## config.mk

```make
export PLATFORM = sky130hd
export DESIGN_NAME = btn_debounce
export DESIGN_NICKNAME = d
export VERILOG_FILES = /design/src/rtl/btn_debounce.sv
export SDC_FILE = /design/constraint.sdc
export NUM_CORES = 1
export LEC_CHECK = 0
export ABC_AREA = 1
export CAP_MARGIN = 10
export CORE_MARGIN = 4
export CORE_UTILIZATION = 55
export CTS_CLUSTER_DIAMETER = 200
export DETAILED_ROUTE_END_ITERATION = 10
export PLACE_DENSITY = 0.75
export RECOVER_POWER = 100
export SLEW_MARGIN = 20
export SYNTH_ARGS = -nofsm -noshare
export SYNTH_HDL_FRONTEND = slang
export SYNTH_SLANG_ARGS = --single-unit
```

## constraint.sdc

```tcl
create_clock -name clk -period 2.55 [get_ports clk]
set_input_delay 0.51 -clock clk [delete_from_list [all_inputs] [get_ports clk]]
set_output_delay 0.51 -clock clk [all_outputs]
set_load 0.005 [all_outputs]
```

## src/rtl/btn_debounce.sv

```systemverilog
// btn_debounce: synchronized, debounced pushbutton with press/release strobes and press counter.
// Define BTN_LONG_PRESS_EN to add a 24-bit hold counter and the long_pulse event.
module btn_debounce #(
  parameter int CNT_W = 16,
  parameter logic [CNT_W-1:0] DEBOUNCE_TICKS = 16'd50000,
  parameter logic [23:0] LONG_TICKS = 24'd6000000
) (
  input  logic       clk,
  input  logic       rst,
  input  logic       btn_n,
  output logic       btn_level,
  output logic       press_pulse,
  output logic       release_pulse,
  output logic       long_pulse,
  output logic [7:0] press_count
);
  typedef enum logic [1:0] {IDLE, PRESS_WAIT, HELD, RELEASE_WAIT} state_t;
  localparam logic [CNT_W-1:0] DB_LAST = DEBOUNCE_TICKS - 1'b1;
  state_t state, state_d;
  logic sync1, sync_n, at_last, accept, drop;
  logic [CNT_W-1:0] cnt;
  assign at_last = cnt == DB_LAST;
  assign accept = state == PRESS_WAIT && state_d == HELD;
  assign drop = state == RELEASE_WAIT && state_d == IDLE;
  always_comb begin
    state_d = state;
    case (state)
      IDLE:         state_d = sync_n ? IDLE : PRESS_WAIT;
      PRESS_WAIT:   state_d = sync_n ? IDLE : at_last ? HELD : PRESS_WAIT;
      HELD:         state_d = sync_n ? RELEASE_WAIT : HELD;
      RELEASE_WAIT: state_d = !sync_n ? HELD : at_last ? IDLE : RELEASE_WAIT;
      default:      state_d = IDLE;
    endcase
  end
  always_ff @(posedge clk or posedge rst) begin
    if (rst) begin
      sync1 <= 1'b1;
      sync_n <= 1'b1;
      state <= IDLE;
      cnt <= '0;
      btn_level <= 1'b0;
      press_pulse <= 1'b0;
      release_pulse <= 1'b0;
      press_count <= '0;
    end else begin
      sync1 <= btn_n;
      sync_n <= sync1;
      state <= state_d;
      cnt <= state_d != state ? '0 : (state == PRESS_WAIT || state == RELEASE_WAIT) ? cnt + 1'b1 : cnt;
      btn_level <= accept ? 1'b1 : drop ? 1'b0 : btn_level;
      press_pulse <= accept;
      release_pulse <= drop;
      press_count <= press_count + {7'd0, accept};
    end
  end
`ifdef BTN_LONG_PRESS_EN
  localparam logic [23:0] LONG_LAST = LONG_TICKS - 1'b1;
  logic [23:0] hold_cnt;
  // Saturating at LONG_TICKS guarantees a single long_pulse per accepted press.
  always_ff @(posedge clk or posedge rst) begin
    if (rst) begin
      hold_cnt <= '0;
      long_pulse <= 1'b0;
    end else begin
      long_pulse <= state == HELD && hold_cnt == LONG_LAST;
      hold_cnt <= state_d == IDLE ? '0 : (state == HELD && hold_cnt != LONG_TICKS) ? hold_cnt + 1'b1 : hold_cnt;
    end
  end
`else
  assign long_pulse = 1'b0;
`endif
endmodule

```

==> results.sh <==
export IMPL_status="complete, but fails checks"
export IMPL_violations="max-capacitance violations, max-slew violations"
export IMPL_clk_pin_slew_ns=0.10
export IMPL_area_growth_pct=11.6
export IMPL_diodes=0
export IMPL_cts_buffer_depth=2
export IMPL_cts_resized=0
export IMPL_crit_path_max_fanout=6
export IMPL_crit_slowest_cell="dfrtp_1"
export IMPL_clock_fmax_mhz=453
export IMPL_routed_via_count=1410
export IMPL_min_period_over_period=0.866
export IMPL_grtUsageTotal=0.193
export IMPL_drt_wl_total_mm=3.24
export IMPL_grt_max_degree=32
export IMPL_cp_end_kind="flop"
export IMPL_rsz0062_at_grt="false"
export IMPL_vias_per_cell=5.44
export IMPL_timing_rr_end="press_count[6]"
export IMPL_hold_viol_final=0
export IMPL_nNetsFinal=233
export IMPL_antenna_found_initial=0
export IMPL_die_area_um2=3970
export IMPL_cp_buffers_inverters=1
export IMPL_holdPathEnd="sync_n"
export IMPL_route_detailed_drc=0
export IMPL_io_pins=15
export IMPL_syn_nets=215
export IMPL_tightest_slew_ns=1.60
export IMPL_grt_pass1_vias=1424
export IMPL_ys_seq_area_frac=0.467
export IMPL_timing_setup_tns_ns=0
export IMPL_p_per_area_nw_per_um2=450
export IMPL_cts_sinks=31
export IMPL_synth_seq_cells=31
export IMPL_cp_data_required_time_ns=2.82
export IMPL_critPathMaxStageDelay_ns=0.46
export IMPL_hp_class="reg -> reg"
export IMPL_ant_nets=0
export IMPL_critical_path_class="reg -> reg"
export IMPL_core_um2=2830
export IMPL_yosysUniqueCellTypes=22
export IMPL_finClkSkew_ns=0.00728
export IMPL_min_period_ns=2.21
export IMPL_final_area_um2=1860
export IMPL_path_cells="ha_1 > nand3_1 > clkinvlp_2 > nand3_1 > nor2_1 > ha_1 > ha_1 > nand3_1 > nor2_1 > xor2_1"
export IMPL_start_kind="flop"
export IMPL_arrival_ns=2.47
export IMPL_clock_latency_ns=0.33
export IMPL_hold_depth=0
export IMPL_initial_core_util=0.589
export IMPL_place_gp_congestion=0.927
export IMPL_drv_slew=32
export IMPL_synthCells=209
export IMPL_routedWlPerCell_um=12.5
export IMPL_htreeDepth=2
export IMPL_crit_family="simple AND/OR/NAND/NOR gates"
export IMPL_die_height_um=63.0
export IMPL_r2r_cells=10
export IMPL_max_cap_violations=1
export IMPL_core_rowCount=19
export IMPL_drive_gt1_frac=0.0658
export IMPL_r2r_start="cnt[0]"
export IMPL_worstSetupPathDepth=10
export IMPL_first_pass_iters=5
export IMPL_ctsHoldBuffers=0
export IMPL_finalSetupViolCount=0
export IMPL_p_leak_nw=0.925
export IMPL_numCtsBuffers=5
export IMPL_min_from="sync1"
export IMPL_io_buffers=13
export IMPL_clockRootBuffer="clkbuf_4"
export IMPL_yosysWarnings=0
export IMPL_slew_headroom=-0.0683
export IMPL_place_detailed_hpwl_mm=2.34
export IMPL_postSynthAreaPerCell_um2=7.97
export IMPL_tritoncts="built"
export IMPL_grt_pass1_wl_mm=6.11
export IMPL_place_area_um2=1820
export IMPL_grt_overflow=0
export IMPL_dieWidth_um=63.0
export IMPL_vdd_drop_max_uv=269
export IMPL_cts_post_setup_buffers_inserted=0
export IMPL_first_iter_violations=106
export IMPL_rrSetupSlack_ns=0.34
export IMPL_synth_area_um2=1670
final cells by class:
| cell class | instances | area, µm² |
|---|---|---|
| multi-input cells | 157 | 773 |
| clock buffers | 7 | 55.1 |
| fillers | 242 | 968 |
| repair buffers | 16 | 149 |
| inverters | 16 | 61.3 |
| clock inverters | 1 | 5.00 |
| well taps | 31 | 38.8 |
| flip-flops and latches | 31 | 778 |
per-layer routing:
| layer | global-route usage | wire length (µm) | up-vias |
|---|---|---|---|
| li1 | - | - | 700 |
| met1 | 0.227 | 1450 | 656 |
| met2 | 0.323 | 1530 | 44 |
| met3 | 0.0629 | 189 | 10 |
| met4 | 0.0799 | 61 | 0 |
| met5 | 0 | 0 | - |
layout by cell type (no fill, tap or decap), drive strengths merged:
cell type / Yosys / layout
a21oi: 1 / 1
buf: 5 / 2
clkbuf: 0 / 8
clkdlybuf4s50: 0 / 1
clkinv: 1 / 1
clkinvlp: 0 / 1
conb: 1 / 1
dfrtp: 29 / 29
dfstp: 2 / 2
dlygate4sd3: 0 / 12
ha: 3 / 3
inv: 15 / 15
nand2: 66 / 66
nand3: 20 / 20
nand3b: 9 / 9
nand4: 7 / 7
nor2: 33 / 33
nor3: 2 / 2
o21ai: 2 / 2
xnor2: 4 / 4
xor2: 9 / 9
state kept, by name, indices dropped and copies added, names as in the netlist:
| signal | count |
|---|---|
| sync1 | 1 |
| cnt | 16 |
| state | 2 |
| sync_n | 1 |
| press_count | 8 |
| btn_level | 1 |
| release_pulse | 1 |
| press_pulse | 1 |
through the flow:
stage	total power (W)	setup WS (ns)	hold slack (ns)	util	cells
final	0.000838	0.342	0.361	0.658	259
after global routing	0.000891	0.142	0.368	0.658	259
after CTS	0.000850	0.450	0.363	0.665	259
after detailed placement	0.000553	0.458	0.350	0.644	251
after global placement	0.000551	0.577	0.346	0.644	251
after floorplan	0.000541	0.696	0.345	-	209
cell families after synthesis:
logic type	Yosys count	share of synthesized area
simple gates	137	0.372
fa+ha+maj	3	0.0225
other cells	1	0.00225
compound gates	3	0.00901
xor+xnor	13	0.0683
buf+inv	21	0.0586
flops	31	0.467
report_power, final:
| part | switching (W) | internal (W) |
|---|---|---|
| clock network | 0.000163 | 0.000133 |
| registers | 0.00000493 | 0.000498 |
| logic | 0.0000285 | 0.00000989 |
cells in the mapped netlist, drive strengths merged:
cell | n | area, µm²
clkinv | 1 | 5.00
nand4 | 7 | 43.8
nand3 | 20 | 110
o21ai | 2 | 10.0
nand3b | 9 | 67.6
buf | 5 | 36.3
conb | 1 | 3.75
ha | 3 | 37.5
xor2 | 9 | 78.8
nand2 | 66 | 248
nor3 | 2 | 10.0
nor2 | 33 | 141
xnor2 | 4 | 35.0
dfstp | 2 | 52.6
inv | 15 | 56.3
a21oi | 1 | 5.00
dfrtp | 29 | 726
how the worst max path moves through the flow:
stage	start	end	slack (ns)
4_1_cts	cnt[0]	press_count[6]	0.45
6_report	cnt[0]	press_count[6]	0.34
3_5_place_dp	cnt[0]	press_count[6]	0.46
3_3_place_gp	cnt[0]	press_count[6]	0.58
2_1_floorplan	cnt[0]	press_count[6]	0.70
5_1_grt	cnt[0]	press_count[6]	0.14
No activity file was read; power rests on OpenSTA's default activity.
